### config.mk
export PLATFORM = sky130hd
export DESIGN_NAME = fp_alu_host
export DESIGN_NICKNAME = d
export VERILOG_FILES = /design/src/rtl/alu_proto_pkg.sv /design/src/rtl/alu_byte_collector.sv /design/src/rtl/fp_alu_host.sv
export SDC_FILE = /design/constraint.sdc
export NUM_CORES = 1
export LEC_CHECK = 0
export BUFFER_PORTS_ARGS = -buffer_cell sky130_fd_sc_hd__clkbuf_2
export CAP_MARGIN = 20
export CORE_MARGIN = 2
export CORE_UTILIZATION = 50
export CTS_CLUSTER_SIZE = 30
export DETAILED_ROUTE_END_ITERATION = 12
export HOLD_SLACK_MARGIN = 0.06
export PLACE_DENSITY_LB_ADDON = 0.05
export SETUP_SLACK_MARGIN = 0.2
export SYNTH_ARGS = -nofsm -noshare
export SYNTH_HDL_FRONTEND = slang
export SYNTH_SLANG_ARGS = --single-unit
### constraint.sdc
create_clock -name clk -period 9.2 [get_ports clk]
set_input_delay 1.84 -clock clk [delete_from_list [all_inputs] [get_ports clk]]
set_output_delay 1.84 -clock clk [all_outputs]
set_load 0.03 [all_outputs]
### src/rtl/alu_proto_pkg.sv
// Shared protocol definitions for the FP ALU host and the byte-serial ALU
// it drives. The host walks through the states below once per request. The
// ALU is given two operands of OPERAND_BYTES each, sent one byte at a time.
// It returns an OPERAND_BYTES result, also one byte at a time.
package alu_proto_pkg;

  typedef enum logic [2:0] {
    ST_IDLE      = 3'd0,
    ST_START     = 3'd1,
    ST_SEND      = 3'd2,
    ST_WAIT_DONE = 3'd3,
    ST_RECV      = 3'd4,
    ST_RESP      = 3'd5
  } state_e;

  localparam int   OPERAND_BYTES = 4;
  localparam int   SEND_BYTES    = 2 * OPERAND_BYTES;
  localparam logic OP_ADD        = 1'b0;
  localparam logic OP_SUB        = 1'b1;

  // Byte idx of the outgoing operand word, LSB first.
  function automatic logic [7:0] pick_byte(
    input logic [8*SEND_BYTES-1:0]         word,
    input logic [$clog2(SEND_BYTES)-1:0]   idx
  );
    return word[{idx, 3'b000} +: 8];
  endfunction

endpackage

### src/rtl/alu_byte_collector.sv
// Result capture register for the byte-serial ALU.
// Bytes arrive LSB first. Each capture writes the slot under the index
// counter and then advances the counter.
// Ports:
//   clk, rst  - clock, asynchronous active-high reset
//   clr_i     - clear the result register and the index (new transaction)
//   cap_i     - capture byte_i into slot idx_o and advance the index
//   byte_i    - incoming result byte
//   idx_o     - slot that the next capture will write
//   data_o    - assembled result word
module alu_byte_collector
  import alu_proto_pkg::*;
(
  input  logic                              clk,
  input  logic                              rst,
  input  logic                              clr_i,
  input  logic                              cap_i,
  input  logic [7:0]                        byte_i,
  output logic [$clog2(OPERAND_BYTES)-1:0]  idx_o,
  output logic [8*OPERAND_BYTES-1:0]        data_o
);
  localparam int IW = $clog2(OPERAND_BYTES);

  logic [IW-1:0]              idx_q, idx_d;
  logic [8*OPERAND_BYTES-1:0] data_q, data_d;

  always_comb begin
    idx_d  = idx_q;
    data_d = data_q;
    if (clr_i) begin
      idx_d  = '0;
      data_d = '0;
    end else if (cap_i) begin
      data_d[{idx_q, 3'b000} +: 8] = byte_i;
      idx_d                        = idx_q + 1'b1;
    end
  end

  always_ff @(posedge clk or posedge rst) begin
    if (rst) begin
      idx_q  <= '0;
      data_q <= '0;
    end else begin
      idx_q  <= idx_d;
      data_q <= data_d;
    end
  end

  assign idx_o  = idx_q;
  assign data_o = data_q;

endmodule

### src/rtl/fp_alu_host.sv
// Host adapter between a 32-bit FP add/sub request port and a byte-serial ALU.
// Each accepted request follows this sequence:
//   1. Pulse alu_start for one cycle.
//   2. Stream A then B to the ALU, LSB first.
//   3. Wait up to TIMEOUT_CYCLES for alu_done.
//   4. Collect 4 result bytes on consecutive alu_done cycles.
//   5. Hold the response until rsp_ready is sampled high.
// Ports:
//   clk, rst                   - clock, asynchronous active-high reset
//   req_valid/req_ready        - request handshake (ready only in IDLE)
//   req_a, req_b, req_op       - FP32 operands, 0 = add, 1 = subtract
//   rsp_valid/rsp_ready        - response handshake
//   rsp_result, rsp_error      - assembled result, timeout/protocol error flag
//   alu_in, alu_opcode, alu_start - byte bus, opcode and start pulse to ALU
//   alu_out, alu_done          - result byte bus and strobe from ALU
//   busy                       - high whenever a transaction is in flight
module fp_alu_host
  import alu_proto_pkg::*;
#(
  parameter int TIMEOUT_CYCLES = 16
) (
  input  logic        clk,
  input  logic        rst,
  input  logic        req_valid,
  output logic        req_ready,
  input  logic [31:0] req_a,
  input  logic [31:0] req_b,
  input  logic        req_op,
  output logic        rsp_valid,
  input  logic        rsp_ready,
  output logic [31:0] rsp_result,
  output logic        rsp_error,
  output logic [7:0]  alu_in,
  output logic        alu_opcode,
  output logic        alu_start,
  input  logic [7:0]  alu_out,
  input  logic        alu_done,
  output logic        busy
);
  localparam int TW = $clog2(TIMEOUT_CYCLES + 1);
  localparam int SW = $clog2(SEND_BYTES);
  localparam int IW = $clog2(OPERAND_BYTES);

  state_e                     state_q, state_d;
  logic [31:0]                a_q, a_d, b_q, b_d;
  logic                       op_q, op_d;
  logic [SW-1:0]              sidx_q, sidx_d;
  logic [TW-1:0]              tcnt_q, tcnt_d;
  logic                       err_q, err_d;
  logic                       coll_clr, coll_cap;
  logic [IW-1:0]              coll_idx;
  logic [8*OPERAND_BYTES-1:0] coll_data;

  alu_byte_collector u_collector (
    .clk    (clk),
    .rst    (rst),
    .clr_i  (coll_clr),
    .cap_i  (coll_cap),
    .byte_i (alu_out),
    .idx_o  (coll_idx),
    .data_o (coll_data)
  );

  always_ff @(posedge clk or posedge rst) begin
    if (rst) begin
      state_q <= ST_IDLE;
      a_q     <= '0;
      b_q     <= '0;
      op_q    <= 1'b0;
      sidx_q  <= '0;
      tcnt_q  <= '0;
      err_q   <= 1'b0;
    end else begin
      state_q <= state_d;
      a_q     <= a_d;
      b_q     <= b_d;
      op_q    <= op_d;
      sidx_q  <= sidx_d;
      tcnt_q  <= tcnt_d;
      err_q   <= err_d;
    end
  end

  always_comb begin
    state_d  = state_q;
    a_d      = a_q;
    b_d      = b_q;
    op_d     = op_q;
    sidx_d   = sidx_q;
    tcnt_d   = tcnt_q;
    err_d    = err_q;
    coll_clr = 1'b0;
    coll_cap = 1'b0;
    unique case (state_q)
      ST_IDLE: begin
        if (req_valid) begin
          a_d      = req_a;
          b_d      = req_b;
          op_d     = req_op;
          err_d    = 1'b0;
          // The previous result is wiped here so that a timeout reports zero.
          coll_clr = 1'b1;
          state_d  = ST_START;
        end
      end
      ST_START: begin
        sidx_d  = '0;
        state_d = ST_SEND;
      end
      ST_SEND: begin
        if (sidx_q == SW'(SEND_BYTES - 1)) begin
          tcnt_d  = '0;
          state_d = ST_WAIT_DONE;
        end else begin
          sidx_d = sidx_q + 1'b1;
        end
      end
      ST_WAIT_DONE: begin
        if (alu_done) begin
          coll_cap = 1'b1;
          state_d  = ST_RECV;
        end else if (tcnt_q == TW'(TIMEOUT_CYCLES - 1)) begin
          err_d   = 1'b1;
          state_d = ST_RESP;
        end else begin
          tcnt_d = tcnt_q + 1'b1;
        end
      end
      ST_RECV: begin
        // Result bytes must arrive back to back. A gap ends the transaction
        // and the bytes captured so far are kept.
        if (alu_done) begin
          coll_cap = 1'b1;
          if (coll_idx == IW'(OPERAND_BYTES - 1)) state_d = ST_RESP;
        end else begin
          err_d   = 1'b1;
          state_d = ST_RESP;
        end
      end
      ST_RESP: begin
        if (rsp_ready) state_d = ST_IDLE;
      end
      default: state_d = ST_IDLE;
    endcase
  end

  always_comb begin
    req_ready  = (state_q == ST_IDLE);
    busy       = (state_q != ST_IDLE);
    alu_start  = (state_q == ST_START);
    alu_in     = 8'h00;
    if (state_q == ST_SEND) alu_in = pick_byte({b_q, a_q}, sidx_q);
    alu_opcode = 1'b0;
    if (state_q inside {ST_START, ST_SEND, ST_WAIT_DONE, ST_RECV}) alu_opcode = op_q;
    rsp_valid  = (state_q == ST_RESP);
    rsp_result = rsp_valid ? coll_data : 32'h0;
    rsp_error  = rsp_valid & err_q;
  end

endmodule

After elaboration in Yosys (flattened, before gate mapping) --
Cells that the tools add are included.
Cells by class: add/sub/neg operators 4, equal/unequal tests 18, shifts and indexed selects 3, muxes and demuxes 31, bitwise gates (word level) 1, reduce and logical (&&, ||, !) cells 13
Operators by type and width (number):
- two-way mux 32 bit | 3
- variable part select 64 x 7 -> 8 bit | 1
- bitwise mux 32 bit | 1
- variable shift 8 x 7 -> 32 bit, first input constant | 1
- variable part select 8 x 7 -> 32 bit | 1
- two-way mux 3 bit | 8
- case mux 3 bit (6 select lines) | 1
- two-way mux 5 bit | 3
- != test 2 bit, second input constant | 7
- case mux 5 bit (2 select lines) | 1
- AND reduction 5 bit | 2
- equality test 3 bit, second input constant | 3
- two-way mux 1 bit | 9
- two-way mux 8 bit | 1
- negation 5 -> 7 bit | 1
- equality test 3 x 2 -> 1 bit, second input constant | 2
- != test 3 bit, second input constant | 2
- case mux 3 bit (2 select lines) | 1
- nonzero test 2 bit | 3
- nonzero test 3 bit | 2
- adder 5 x 1 -> 5 bit, second input constant | 1
- equality test 5 x 4 -> 1 bit, second input constant | 1
- two-way mux 2 bit | 2
- AND reduction 2 bit | 2
- 11 further kinds | 11
Word-level totals: register bits after elaboration 111, bits of input ports 78

Depth between registers and ports, before layout --
depth in word-level cells 5, depth in mapped cells 8

Hierarchy --
From an unflattened synthesis, not the netlist that was laid out.
Second synthesis, totals: cells, all modules 428, area total of the unflattened synthesis 5545.3 um2
By module, submodules not included:
- fp_alu_host | instances 1, cells an instance 306, area an instance 3982.6 um2
- alu_byte_collector | instances 1, cells an instance 122, area an instance 1562.7 um2

Worst setup path after synthesis --
No wires, ideal clock.
path type flip-flop to output port, start register state_q[1], end output port alu_opcode, data arrival time 1.879 ns, required time 7.360 ns, slack 5.481 ns, cell stages (with the launch flop) 6, buffers on the path 1, path through dfrtp_1 > or2_1 > buf_6 > nor2_1 > inv_1 > and3_1
Between the ends: word-level cells in the longest chain between the ends 3, elaborated cells between the ends (all ways) 6, classes of those cells 4 x eq/ne; 1 x mux; 1 x reduce/logical
RTL lines:
- start: declaration | line fp_alu_host.sv:44 | state_e state_q, state_d;
- start signal: assignment | line fp_alu_host.sv:74 | state_q <= state_d;
- equality test 3 x 1 -> 1 bit, or another cell as far along | line fp_alu_host.sv:154 | if (state_q inside {ST_START, ST_SEND, ST_WAIT_DONE, ST_RECV}) alu_opcode = op_q;
- nonzero test 4 bit * | line fp_alu_host.sv:154
- two-way mux 1 bit * | line fp_alu_host.sv:154
- end: declaration | line fp_alu_host.sv:34 | output logic alu_opcode,
Every way passes the cells marked *; elsewhere a longest branch is shown, timed or not.

Worst setup path after layout --
start register sidx_q[0], end output port alu_in[1]
Between the ends: word-level cells in the longest chain between the ends 2
RTL lines:
- start: declaration | line fp_alu_host.sv:47 | logic [SW-1:0] sidx_q, sidx_d;
- start signal: assignment | line fp_alu_host.sv:78 | sidx_q <= sidx_d;
- variable part select 64 x 7 -> 8 bit | line alu_proto_pkg.sv:26 | return word[{idx, 3'b000} +: 8];
- two-way mux 8 bit | line fp_alu_host.sv:152 | if (state_q == ST_SEND) alu_in = pick_byte({b_q, a_q}, sidx_q);
- end: declaration | line fp_alu_host.sv:33 | output logic [7:0] alu_in,
Every way passes these cells.

==> out/metrics.cfg <==
[min_path]
min_to=a_q[20]$_DFFE_PP0N_
min_path_cells=2
min_path_type=register to register
worstHoldStart=a_q[20]$_DFFE_PP0N_

[floorplan]
rows=38
boundaryPins=124
chipHeight_um=110
start_util_pct=51.7
fp.dieW_um=110
fp.coreArea_sq_um=10900
dieArea_sq_um=12200

[setup_path]
r2r_end=u_collector.data_o[0]$_DFFE_PP0P_
critPathRequiredTime_ps=7360
cp-start-kind=register
crit_arrival_ps=2180
cp_slowest_cell=dfrtp_1
critPathKind=register to primary output
r2r-start=state_q[2]$_DFFE_PP0P_
endpoint_kind=primary output
r2r_slack_ps=6910
reg2regPathDepth=5
cp_cell_sequence=buf_4 > mux4_2 > mux2i_1 > nor2_1 > clkbuf_2
cp_max_fo=14
max_stage_delay_ps=540

[yosys]
synth-async-reset-ratio_pct=100
yosys_warnings=0
post_synth.cell_area_avg_sq_um=9.90
yosysUniqueCellTypes=47
seq_area_frac_synth_pct=49.2
synth_edf_count=0
mappedNetlistArea_sq_um=5650
synth_common_cells=208 x nand2_1, 111 x dfrtp_1, 35 x and2_1
post-synth-top-count-cell=nand2_1
netlist.area_leader.share_pct=49.2
synth_area_leaders=dfrtp_1 49%, nand2_1 14%, mux4_2 6.4%, mux2_2 4.8%, and2_1 3.9%
synth_seq_cells=111
syn-instance-count=571
syn_nets=658
synth_top_area_cell=dfrtp_1
ys.flop_type=dfrtp_1

[timing]
slew_headroom_pct=42.1
rsz0062_at_grt=false
setup_ws_ps=5180
drv_slew=0
max_clock_freq_mhz=249
min_period_ps=4020
hold_viol=0
tns_ps=0
max_slew.worst_pin.slew_ps=869
setup_violations=0
fin_worst_skew_ps=11.3
finalCritPeriodShare_pct=43.7

[pwr]
ir_drop_mv=0.169
p_per_area_nw_per_um2=294
leakagePower_nw=3.57

[clock_tree]
clock_sinks=111
path_clk_slew_ps=70
cts_tree=built
post_cts_resized=0
post_cts_buffers=0
clockRootBuffer=clkbuf_16
clk_path_buf_depth=2
ctsHoldBuffers=0
cts_buffers=9
clk_latency_ps=350
h-tree-depth=3

[placed_design]
port_buffers=123
dp_slack_ps=5530
gp_congestion=0.837
hpwl_mm=9.17

[detailed_routing]
viasPerCell=5.19
drt_iter0_drc=199
wl_per_cell_um=15.8
wl_mm=12.9
drc=0
vias=4257
ant_nets=0
dr.pass1.iters=4

[layout]
nets=763
diodes=0
drive_gt1_share_pct=30.1
syn_to_final_growth_pct=16.9

[status]
status=completed

[global_routing]
grt_max_degree=81
antenna_found_initial=0
track_usage_pct=22.4
grt_pass1_wl_mm=20.6
grt_pass1_vias=4108
overflow=0

[flow_run]
cap_violations=0

cell usage in the layout, fill, tap and decap left out, drive strengths merged, types with 2 or more instances in the layout:
| master | synthesis | layout |
|---|---|---|
| nor2b | 3 | 3 |
| nand3b | 3 | 3 |
| a31oi | 4 | 4 |
| nand2 | 209 | 209 |
| nand2b | 2 | 2 |
| dfrtp | 111 | 111 |
| mux4 | 16 | 16 |
| ha | 9 | 9 |
| mux2i | 10 | 10 |
| and2 | 36 | 36 |
| inv | 7 | 8 |
| nor3 | 4 | 4 |
| o21ai | 15 | 15 |
| nor2 | 17 | 17 |
| buf | 21 | 5 |
| nand3 | 5 | 5 |
| a21oi | 3 | 3 |
| clkbuf | 13 | 134 |
| clkinv | 0 | 4 |
| and3 | 34 | 34 |
| nor3b | 3 | 3 |
| mux2 | 32 | 32 |
kinds of logic after synthesis:
family / synth area share [%]
simple gates: 26.5
flops: 49.2
mux: 15.1
buf+inv: 3.43
compound gates: 3.70
fa+ha+maj: 1.99
xor+xnor: 0.155
worst max-delay path: cells and delay by family (launching register included):
family / cells / cell delay (ps)
flip-flops: 1 / 540
buffers and inverters: 2 / 520
AND/OR/NAND/NOR: 1 / 70
multiplexers: 2 / 690
power by group:
group	internal, mW	total [mW]	switching, mW	leakage [nW]
Clock	0.192	0.370	0.178	0.140
Combinational	0.330	0.758	0.428	1.99
Sequential	0.658	0.813	0.156	1.44
Total	1.18	1.94	0.762	3.57
sequential cells by signal (all words and copies together) (netlist names):
register,cells
a_q,32
b_q,32
u_collector.data_o,32
tcnt_q,5
sidx_q,3
state_q,3
u_collector.idx_o,2
err_q,1
op_q,1
worst max-delay path by stage:
stage,cells after the start,start,end
2_1_floorplan,1,rst,a_q[0]$_DFFE_PP0N_
3_3_place_gp,5,sidx_q[0]$_DFFE_PP0P_,alu_in[0]
3_5_place_dp,5,sidx_q[0]$_DFFE_PP0P_,alu_in[1]
4_1_cts,5,sidx_q[0]$_DFFE_PP0P_,alu_in[1]
5_1_grt,5,sidx_q[0]$_DFFE_PP0P_,alu_in[2]
6_report,5,sidx_q[0]$_DFFE_PP0P_,alu_in[1]
layout make-up:
class,instances,area [sq um]
Fill cell,955,4330
Sequential cell,111,2780
Multi-Input combinational cell,419,2680
Timing Repair Buffer,128,666
Clock buffer,11,243
Tap cell,140,175
Clock inverter,5,32.5
Inverter,7,28.8
per-layer routing:
| layer | up-vias | wire length, um | track usage, % |
|---|---|---|---|
| met4 | 0 | 244 | 7.41 |
| met3 | 13 | 629 | 3.88 |
| li1 | 2101 | - | - |
| met1 | 2026 | 5610 | 29.7 |
| met2 | 117 | 6460 | 37.6 |
| met5 | - | 0 | 0 |
through the flow:
stage / power, mW / std cells / instance area, sq um / hold slack (ps) / utilization (%)
after floorplan: 1.40 / 571 / 5650 / 437 / -
after global placement: 1.56 / 804 / 6310 / 451 / 57.7
after detailed placement: 1.58 / 804 / 6310 / 459 / 57.7
after CTS: 1.95 / 820 / 6580 / 475 / 60.2
after global routing: 2.08 / 821 / 6600 / 491 / 60.4
final: 1.94 / 821 / 6600 / 474 / 60.4
Note: power is estimated with default switching activity, not from simulation.
